## src/rtl/tt_sweep_checker_settle_timer.sv

```systemverilog
// Settle-interval down-counter: load at the start of a window, expire on the
// last cycle of the window.
module settle_timer #(
    parameter int unsigned SETTLE_CYCLES = 4
) (
    input  logic clk,
    input  logic rst,
    input  logic load,
    input  logic en,
    output logic expire
);

    localparam int unsigned CW = (SETTLE_CYCLES > 0) ? $clog2(SETTLE_CYCLES + 1) : 1;
    localparam logic [CW-1:0] LOAD_VAL = (SETTLE_CYCLES > 0) ? CW'(SETTLE_CYCLES - 1) : '0;

    logic [CW-1:0] cnt_q;
    logic [CW-1:0] cnt_d;

    // Next count: reload, or count down while the window is open.
    always_comb begin
        cnt_d = cnt_q;
        if (load) begin
            cnt_d = LOAD_VAL;
        end else if (en && (cnt_q != '0)) begin
            cnt_d = cnt_q - CW'(1);
        end
    end

    assign expire = en && (cnt_q == '0);

    // Count register.
    always_ff @(posedge clk) begin
        if (rst) begin
            cnt_q <= '0;
        end else begin
            cnt_q <= cnt_d;
        end
    end

endmodule

```

## config.mk

```make
export PLATFORM = sky130hd
export DESIGN_NAME = settle_timer
export DESIGN_NICKNAME = d
export VERILOG_FILES = /design/src/rtl/tt_sweep_checker_settle_timer.sv
export SDC_FILE = /design/constraint.sdc
export NUM_CORES = 1
export LEC_CHECK = 0
export ABC_AREA = 1
export ABC_CLOCK_PERIOD_IN_PS = 1300
export BUFFER_PORTS_ARGS = -buffer_cell sky130_fd_sc_hd__buf_2
export CELL_PAD_IN_SITES_DETAIL_PLACEMENT = 1
export CELL_PAD_IN_SITES_GLOBAL_PLACEMENT = 1
export CORE_AREA = 4 4 41 43
export CTS_BUF_LIST = sky130_fd_sc_hd__clkbuf_16
export DETAILED_ROUTE_END_ITERATION = 7
export DIE_AREA = 0 0 45 47
export PLACE_DENSITY_LB_ADDON = 0.1
export SKIP_CTS_REPAIR_TIMING = 1
export SYNTH_ARGS = -nofsm -noshare
export SYNTH_HDL_FRONTEND = slang
export SYNTH_SLANG_ARGS = --single-unit
```

## constraint.sdc

```tcl
create_clock -name clk -period 1.3 [get_ports clk]
set_input_delay 0.195 -clock clk [delete_from_list [all_inputs] [get_ports clk]]
set_output_delay 0.195 -clock clk [all_outputs]
set_load 0.05 [all_outputs]
```

==> impl_metrics.yaml, run 1 <==
timing:
  rsz0062_at_grt: "yes"
  max_slew_margin: 0.895
  fin_crit_sh: 0.972
  final_hold_viol_count: 0
  tightest_slew_ps: 157
  setup_viol: 0
  clock_skew_ps: 0.303
  final_max_slew_viol_count: 0
  fmax_ghz: 0.791
  min_period_ps: 1260
placed_design:
  placed_cell_area_um2: 248
  hpwl_um: 356
  portBuffers: 4
  place_congestion: 0.576
global_routing:
  antenna_found_initial: 0
  grt_pass1_vias: 205
  overflow: 0
  grtUsageTotal: 0.0591
  grt_pass1_wl_um: 793
  grt_max_degree: 7
clock_tree:
  clk_latency_ps: 220
  cts_tree: "built"
  clk_pin_slew_ps: 30
  cts_max_level: 1
  clock-sinks: 3
  cts-root-buf: "clkbuf_16"
  cts.path.max_buffers: 2
  cts_made_buffers: 3
final_layout:
  nFillCells: 161
  multiInputGateArea_um2: 134
  reg.largest.list: "cnt_q: 3 flops"
  largest_reg_flops: 3
  areaGrowthSynthToFinish_pct: 89.5
  postLayoutCoreUtil: 0.279
  finalInstanceArea_um2: 363
  antenna_cells: 0
  layout.nets: 45
  drive_above_1_share: 0.447
  top_register: "cnt_q"
  seq_area_um2: 60.1
synth:
  syn_avg_cell_area_um2: 7.09
  synth_seq_cells: 3
  syn-num-nets: 33
  yosysSeqAreaShare: 0.314
  syn_area_um2: 191
  synthesis.instances: 27
  yosysWarnings: 0
  synth_cell_types: 11
critical_path:
  crit_chain: "inv_2 > ha_4 > nand2_4 > nor2_4 > buf_6"
  max_stage_delay_ps: 290
  crit_required_ps: 1110
  endpoint_kind: "output port"
  criticalPathCategory: "reg -> out"
  critPathArrivalTime_ps: 1070
  worstRegToRegCells: 6
  cp_slowest_cell: "dfxtp_1"
  crit_fanout: 5
  start_kind: "flip-flop"
power:
  ir_drop_mv: 0.895
  power_per_cell_area_nw_per_um2: 1890
  power.leakage_uw: 0.000176
detailed_routing:
  wirelength_um: 475
  first_pass_iters: 1
  detail-route-antenna-nets: 0
  drtIter0Drc: 0
  wire_per_inst_um: 8.96
  drc_errors: 0
  vias: 200
  viasPerCell: 3.77
floorplan:
  die_h_um: 47
  dieArea_um2: 2120
  io_pins: 5
  core_area_um2: 1300
  initial_utilization: 0.147
  die_width_um: 45
  placementRows: 13
hold_path:
  holdPathStages: 2
  hp-class: "in -> reg"
run_status:
  status: "complete, no violations"
job:
  maxCapViolations: 0
## cell type report
type	instances	share of cell area
Multi-Input combinational cell	18	0.369
Clock inverter	1	0.0103
Tap cell	15	0.0517
Clock buffer	3	0.207
Inverter	6	0.0621
Timing Repair Buffer	7	0.134
Sequential cell	3	0.166
## power breakdown
part	switching [uW]	internal, uW	total (uW)
sequential	3.33	99.8	103
combinational	55.9	45.8	102
clock	85.2	397	482
total	144	542	687
## Yosys cell counts (all sizes together)
| library cell | number | share of area |
|---|---|---|
| or2 | 1 | 0.033 |
| nand3 | 2 | 0.052 |
| ha | 2 | 0.13 |
| nor2 | 5 | 0.098 |
| dfxtp | 3 | 0.31 |
| inv | 6 | 0.12 |
| nand2 | 4 | 0.10 |
| nor3 | 1 | 0.052 |
| a21oi | 2 | 0.052 |
| xor2 | 1 | 0.046 |
## layout by cell type (no fill, tap or decap), types with 2 or more instances in the layout
| cell type | count |
|---|---|
| dfxtp_1 | 3 |
| nand2_1 | 2 |
| nand3_1 | 2 |
| clkbuf_16 | 3 |
| inv_1 | 5 |
| buf_4 | 3 |
| a21oi_1 | 2 |
| nor2_1 | 4 |
| inv_2 | 2 |
| buf_2 | 3 |
## stage by stage
| stage | std cells | power (uW) | worst slack [ps] | setup TNS [ps] | hold WS (ps) |
|---|---|---|---|---|---|
| after detailed placement | 48 | 184 | 103 | 0 | 384 |
| after CTS | 52 | 676 | -137 | -137 | 152 |
| final | 53 | 687 | 35.9 | 0 | 154 |
| after global routing | 53 | 718 | -27.1 | -27.1 | 167 |
| after global placement | 48 | 184 | 118 | 0 | 382 |
| after floorplan | 27 | 156 | 14.9 | 0 | 267 |
## critical path, delay by kind of cell (launching register included)
kind / cells / cell delay, ps
buffers and inverters: 2 / 240
adders and majority gates: 1 / 140
DFF: 1 / 290
and+or+nand+nor: 2 / 160
## path summary, 6_finish.rpt
kind	from	end	slack (ps)
max	cnt_q[1]	expire	40
max reg2reg	cnt_q[0]	cnt_q[2]	200
min	rst	cnt_q[1]	150
min reg2reg	cnt_q[2]	cnt_q[2]	550
## cells by family (layout without fill, tap and decap cells)
family                     Yosys count  count (layout)  share of synthesized area
AOI/OAI and AO/OA                    2               2                     0.0523
xor gates and xnor gates             1               1                     0.0458
adders and majority gates            2               2                      0.131
buffers and inverters                6              17                      0.118
DFF                                  3               3                      0.314
and+or+nand+nor                     13              13                      0.340
## metal layers
| metal | up-vias | GRT usage | share of wire |
|---|---|---|---|
| met1 | 90 | 0.0498 | 0.40 |
| met3 | 2 | 0.0498 | 0.082 |
| met2 | 6 | 0.0876 | 0.48 |
| li1 | 102 | - | - |
| met5 | - | 0 | 0 |
| met4 | 0 | 0.0526 | 0.040 |
Power figures use the tool's default switching activity.
==> run 2, diff against run 1 <==
--- a/config.mk
+++ b/config.mk
@@ -5,7 +5,6 @@
 export SDC_FILE = /design/constraint.sdc
 export NUM_CORES = 1
 export LEC_CHECK = 0
-export ABC_AREA = 1
 export ABC_CLOCK_PERIOD_IN_PS = 1300
 export BUFFER_PORTS_ARGS = -buffer_cell sky130_fd_sc_hd__buf_2
 export CELL_PAD_IN_SITES_DETAIL_PLACEMENT = 1
@@ -16,6 +15,7 @@
 export DIE_AREA = 0 0 45 47
 export PLACE_DENSITY_LB_ADDON = 0.1
 export SKIP_CTS_REPAIR_TIMING = 1
+export SLEW_MARGIN = 10
 export SYNTH_ARGS = -nofsm -noshare
 export SYNTH_HDL_FRONTEND = slang
 export SYNTH_SLANG_ARGS = --single-unit
==> run 2 against run 1 <==
Worst setup slack worse by 29 ps. Non-clock buffer count stayed put. Register-to-register slack worse by 70 ps. Via count is 9.0% lower. Sequential power is 4% higher. Die area stayed put. Synthesized cell count is 26% lower. Largest cell class unchanged. Largest power group unchanged. Highest routed layer unchanged.
==> impl_metrics.yaml, run 2 <==
run_status:
  status: "complete, no violations"
clock_tree:
  cts_tree: "built"
  clk_latency_ps: 220
  cts-root-buf: "clkbuf_16"
  clk_pin_slew_ps: 30
  cts_max_level: 1
  cts_made_buffers: 3
  cts.path.max_buffers: 2
  clock-sinks: 3
critical_path:
  crit_required_ps: 1110
  crit_fanout: 4
  criticalPathCategory: "reg -> out"
  path_delay_family: "flip-flops"
  max_stage_delay_ps: 310
  path_buf_inv: 2
  critPathArrivalTime_ps: 1100
  start_kind: "flip-flop"
  rrSetupSlack_ps: 130
  cp_slowest_cell: "dfxtp_2"
  crit_chain: "inv_2 > ha_4 > nand2b_4 > nor2_4 > buf_8"
  endpoint_kind: "output port"
global_routing:
  grt_pass1_vias: 213
  grt_max_degree: 6
  overflow: 0
  antenna_found_initial: 0
  grtUsageTotal: 0.0648
  grt_pass1_wl_um: 848
timing:
  tightest_slew_ps: 267
  final.setup.tns_ps: 0
  min_period_ps: 1290
  clock_skew_ps: 1.43
  timing.final.ws_setup_ps: 7.10
  setup_viol: 0
  fin_crit_sh: 0.995
  final_max_slew_viol_count: 0
  max_slew_margin: 0.820
  rsz0062_at_grt: "yes"
  fmax_ghz: 0.773
  final_hold_viol_count: 0
  whs_ps: 162
floorplan:
  die_h_um: 47
  placementRows: 13
  dieArea_um2: 2120
  initial_utilization: 0.146
  die_width_um: 45
  core_area_um2: 1300
  io_pins: 5
detailed_routing:
  first_pass_iters: 2
  wire_per_inst_um: 10.8
  drc_errors: 0
  detail-route-antenna-nets: 0
  wirelength_um: 496
  vias: 182
  viasPerCell: 3.96
  drtIter0Drc: 3
final_layout:
  final_cell_mix: "clkbuf_16, buf_2, buf_4"
  reg.largest.list: "cnt_q: 3 flops"
  largest_reg_flops: 3
  drive_above_1_share: 0.613
  top_register: "cnt_q"
  antenna_cells: 0
  layout.nets: 38
  finalInstanceArea_um2: 363
  stdcell_count: 46
  areaGrowthSynthToFinish_pct: 90.8
placed_design:
  hpwl_um: 351
  dp.cells: 39
  dp_slack_ps: 59.0
  placed_cell_area_um2: 231
  place_congestion: 0.600
  portBuffers: 4
power:
  power.leakage_uw: 0.000160
  ir_drop_mv: 0.937
  power_per_cell_area_nw_per_um2: 1910
synth:
  syn_avg_cell_area_um2: 9.51
  synthesis.instances: 20
  yosys-top-cells-area: "dfxtp_1, ha_1, nand2b_4"
  synth_top_area_cell: "dfxtp_1"
  syn_area_um2: 190
  yosysSeqAreaShare: 0.316
  synth_cell_types: 13
  yosysWarnings: 0
  synth_edf_count: 0
  synth_seq_cells: 3
  ys.flop_type: "dfxtp_1"
  synth_top_area_frac: 0.316
  yosys-top-cells-count: "dfxtp_1, inv_1, ha_1, nor2_1, nor3_1"
  syn-num-nets: 26
  postSynth.asyncResetShare: 0
hold_path:
  hp-class: "in -> reg"
job:
  maxCapViolations: 0
-- run 2: cell count changes after synthesis, moves of 2 or more --
cell / delta
a21oi_1: -2
inv_1: -3
nand2_2: -2
nand3_1: -2
nor2_1: -3
nor3_1: +2
-- run 2: cell families after synthesis --
group / synth area share
AO/OA/AOI/OAI: 0.105
flip-flops: 0.316
buffers and inverters: 0.0592
adder cells (fa/ha/maj): 0.132
multiplexers: 0.0526
AND/OR/NAND/NOR: 0.336
-- run 2: per-layer routing --
layer | track usage | share of wire | vias up
li1 | - | - | 91
met2 | 0.0819 | 0.41 | 6
met5 | 0 | 0 | -
met1 | 0.0659 | 0.47 | 80
met4 | 0.105 | 0.075 | 0
met3 | 0.0230 | 0.042 | 5
-- run 2: layout make-up --
class	count	area, um2
Fill cell	150	938
Multi-Input combinational cell	14	139
Clock buffer	3	75.1
Sequential cell	3	62.6
Timing Repair Buffer	7	52.6
Tap cell	15	18.8
Inverter	3	11.3
Clock inverter	1	3.75
-- run 2: stage by stage --
| step | power [uW] | util |
|---|---|---|
| final | 692 | 0.279 |
| after global routing | 720 | 0.279 |
| after CTS | 666 | 0.238 |
| after detailed placement | 179 | 0.178 |
| after global placement | 180 | 0.178 |
| after floorplan | 158 | - |
-- run 2: worst paths after layout --
kind / startpoint / endpoint / depth (start not counted)
hold / removal: rst / cnt_q[1] / 2
hold reg to reg: cnt_q[1] / cnt_q[1] / 2
setup reg to reg: cnt_q[0] / cnt_q[1] / 6
setup / recovery: cnt_q[0] / expire / 5
-- run 2: power breakdown --
| part | internal [uW] | switching [uW] | total (uW) |
|---|---|---|---|
| combinational | 52.4 | 52.1 | 104 |
| clock | 397 | 84.3 | 481 |
| sequential | 101 | 5.50 | 107 |
| total | 550 | 142 | 692 |
==> run 3, diff against run 2 <==
--- a/config.mk
+++ b/config.mk
@@ -7,7 +7,7 @@
 export LEC_CHECK = 0
 export ABC_CLOCK_PERIOD_IN_PS = 1300
 export BUFFER_PORTS_ARGS = -buffer_cell sky130_fd_sc_hd__buf_2
-export CELL_PAD_IN_SITES_DETAIL_PLACEMENT = 1
+export CELL_PAD_IN_SITES_DETAIL_PLACEMENT = 0
 export CELL_PAD_IN_SITES_GLOBAL_PLACEMENT = 1
 export CORE_AREA = 4 4 41 43
 export CTS_BUF_LIST = sky130_fd_sc_hd__clkbuf_16
==> run 3 against run 2 <==
Final cell count down 2.2%. Critical path depth unchanged. Fmax up 1.3%.
==> impl_metrics.yaml, run 3 (synthesis gave the netlist of run 2 again) <==
final_layout:
  nFillCells: 150
  stdcell_count: 45
  top_register: "cnt_q"
  largest_reg_flops: 3
  layout.nets: 37
  seq_area_um2: 62.6
  reg.largest.list: "cnt_q: 3 flops"
  final_cell_mix: "clkbuf_16, buf_2"
  antenna_cells: 0
  drive_above_1_share: 0.600
  areaGrowthSynthToFinish_pct: 86.8
  multiInputGateArea_um2: 139
power:
  power.leakage_uw: 0.000156
  comb_power_share: 0.145
  clkPwrFrac: 0.699
  ir_drop_mv: 0.840
  swShare: 0.199
  seqPwrFrac: 0.157
  intPower_uw: 545
  power_per_cell_area_nw_per_um2: 1910
  p_sw_uw: 135
critical_path:
  endpoint_kind: "output port"
  critPathArrivalTime_ps: 1080
  cp_slowest_cell: "dfxtp_2"
  start_kind: "flip-flop"
  worstRegToRegCells: 6
  crit_chain: "inv_2 > ha_4 > nand2b_4 > nor2_4 > buf_8"
  path_buf_inv: 2
  rr_startpoint: "cnt_q[1]"
  rrSetupSlack_ps: 180
  max_stage_delay_ps: 320
  reg2reg_to: "cnt_q[2]"
  criticalPathCategory: "reg -> out"
  crit_fanout: 5
  path_delay_family: "flip-flops"
  crit_required_ps: 1110
detailed_routing:
  viasPerCell: 3.60
  first_pass_iters: 3
  wirelength_um: 443
  drtIter0Drc: 7
  drc_errors: 0
  wire_per_inst_um: 9.84
  detail-route-antenna-nets: 0
  vias: 162
timing:
  fin_crit_sh: 0.982
  whs_ps: 179
  final_max_slew_viol_count: 0
  fmax_ghz: 0.783
  min_period_ps: 1280
  rsz0062_at_grt: "yes"
  max_slew_margin: 0.834
  final_hold_viol_count: 0
  setup_viol: 0
  clock_skew_ps: 0.632
  tightest_slew_ps: 245
floorplan:
  placementRows: 13
  initial_utilization: 0.146
  io_pins: 5
  core_area_um2: 1300
  die_width_um: 45
  dieArea_um2: 2120
  die_h_um: 47
clock_tree:
  cts_made_buffers: 3
  clk_latency_ps: 220
  cts_max_level: 1
  clk_pin_slew_ps: 30
  cts-root-buf: "clkbuf_16"
  cts_tree: "built"
  clock-sinks: 3
  cts.path.max_buffers: 2
placed_design:
  portBuffers: 4
  hpwl_um: 324
  place_congestion: 0.600
  dp.cells: 39
hold_path:
  holdPathEnd: "cnt_q[1]"
  hold_start: "rst"
  holdPathStages: 2
  hp-class: "in -> reg"
global_routing:
  grt_pass1_vias: 183
  grt_pass1_wl_um: 703
  grtUsageTotal: 0.0529
  antenna_found_initial: 0
  overflow: 0
  grt_max_degree: 6
run_status:
  status: "complete, no violations"
job:
  maxCapViolations: 0
[run 3: cell types whose count changed in the layout (fill, tap and decap cells not counted), sizes merged]
cell  before  now
buf        7    6
[run 3: layer usage]
metal  wire length [um]  GRT usage  up-vias
li1                   -          -       90
met1                204     0.0476       69
met2                227     0.0791        3
met3                 12     0.0230        0
met4                  0     0.0702        0
met5                  0          0        -
[run 3: area by class of cell]
type / instances / share of cell area
multi-input cells: 14 / 0.391
clock buffers: 3 / 0.211
flip-flops and latches: 3 / 0.176
repair buffers: 6 / 0.127
well taps: 15 / 0.0528
inverters: 3 / 0.0317
clock inverters: 1 / 0.0106
[run 3: worst max path at each step]
stage,start,end,depth (start not counted)
2_1_floorplan,cnt_q[0],expire,4
3_3_place_gp,cnt_q[0],expire,5
3_5_place_dp,cnt_q[0],expire,5
4_1_cts,cnt_q[0],expire,5
5_1_grt,cnt_q[0],expire,5
6_report,cnt_q[1],expire,5
[run 3: power by group through the flow]
stage	Clock, uW	Combinational (uW)	Sequential, uW
after floorplan	0	53.2	105
after global placement	0	74.2	106
after detailed placement	0	72.2	106
after CTS	486	73.6	104
after global routing	490	107	107
final	475	98.4	107
[run 3: per-stage QoR]
| step | setup WS [ps] | utilization | area, um2 | power, uW | setup TNS, ps |
|---|---|---|---|---|---|
| 5_1_grt | -11.6 | 0.273 | 355 | 704 | -11.6 |
| 4_1_cts | -182 | 0.238 | 310 | 663 | -182 |
| 3_3_place_gp | 78.6 | 0.178 | 231 | 180 | 0 |
| 6_report | 23.6 | 0.273 | 355 | 680 | 0 |
| 3_5_place_dp | 55.6 | 0.178 | 231 | 178 | 0 |
| 2_1_floorplan | 32.7 | - | 193 | 158 | 0 |
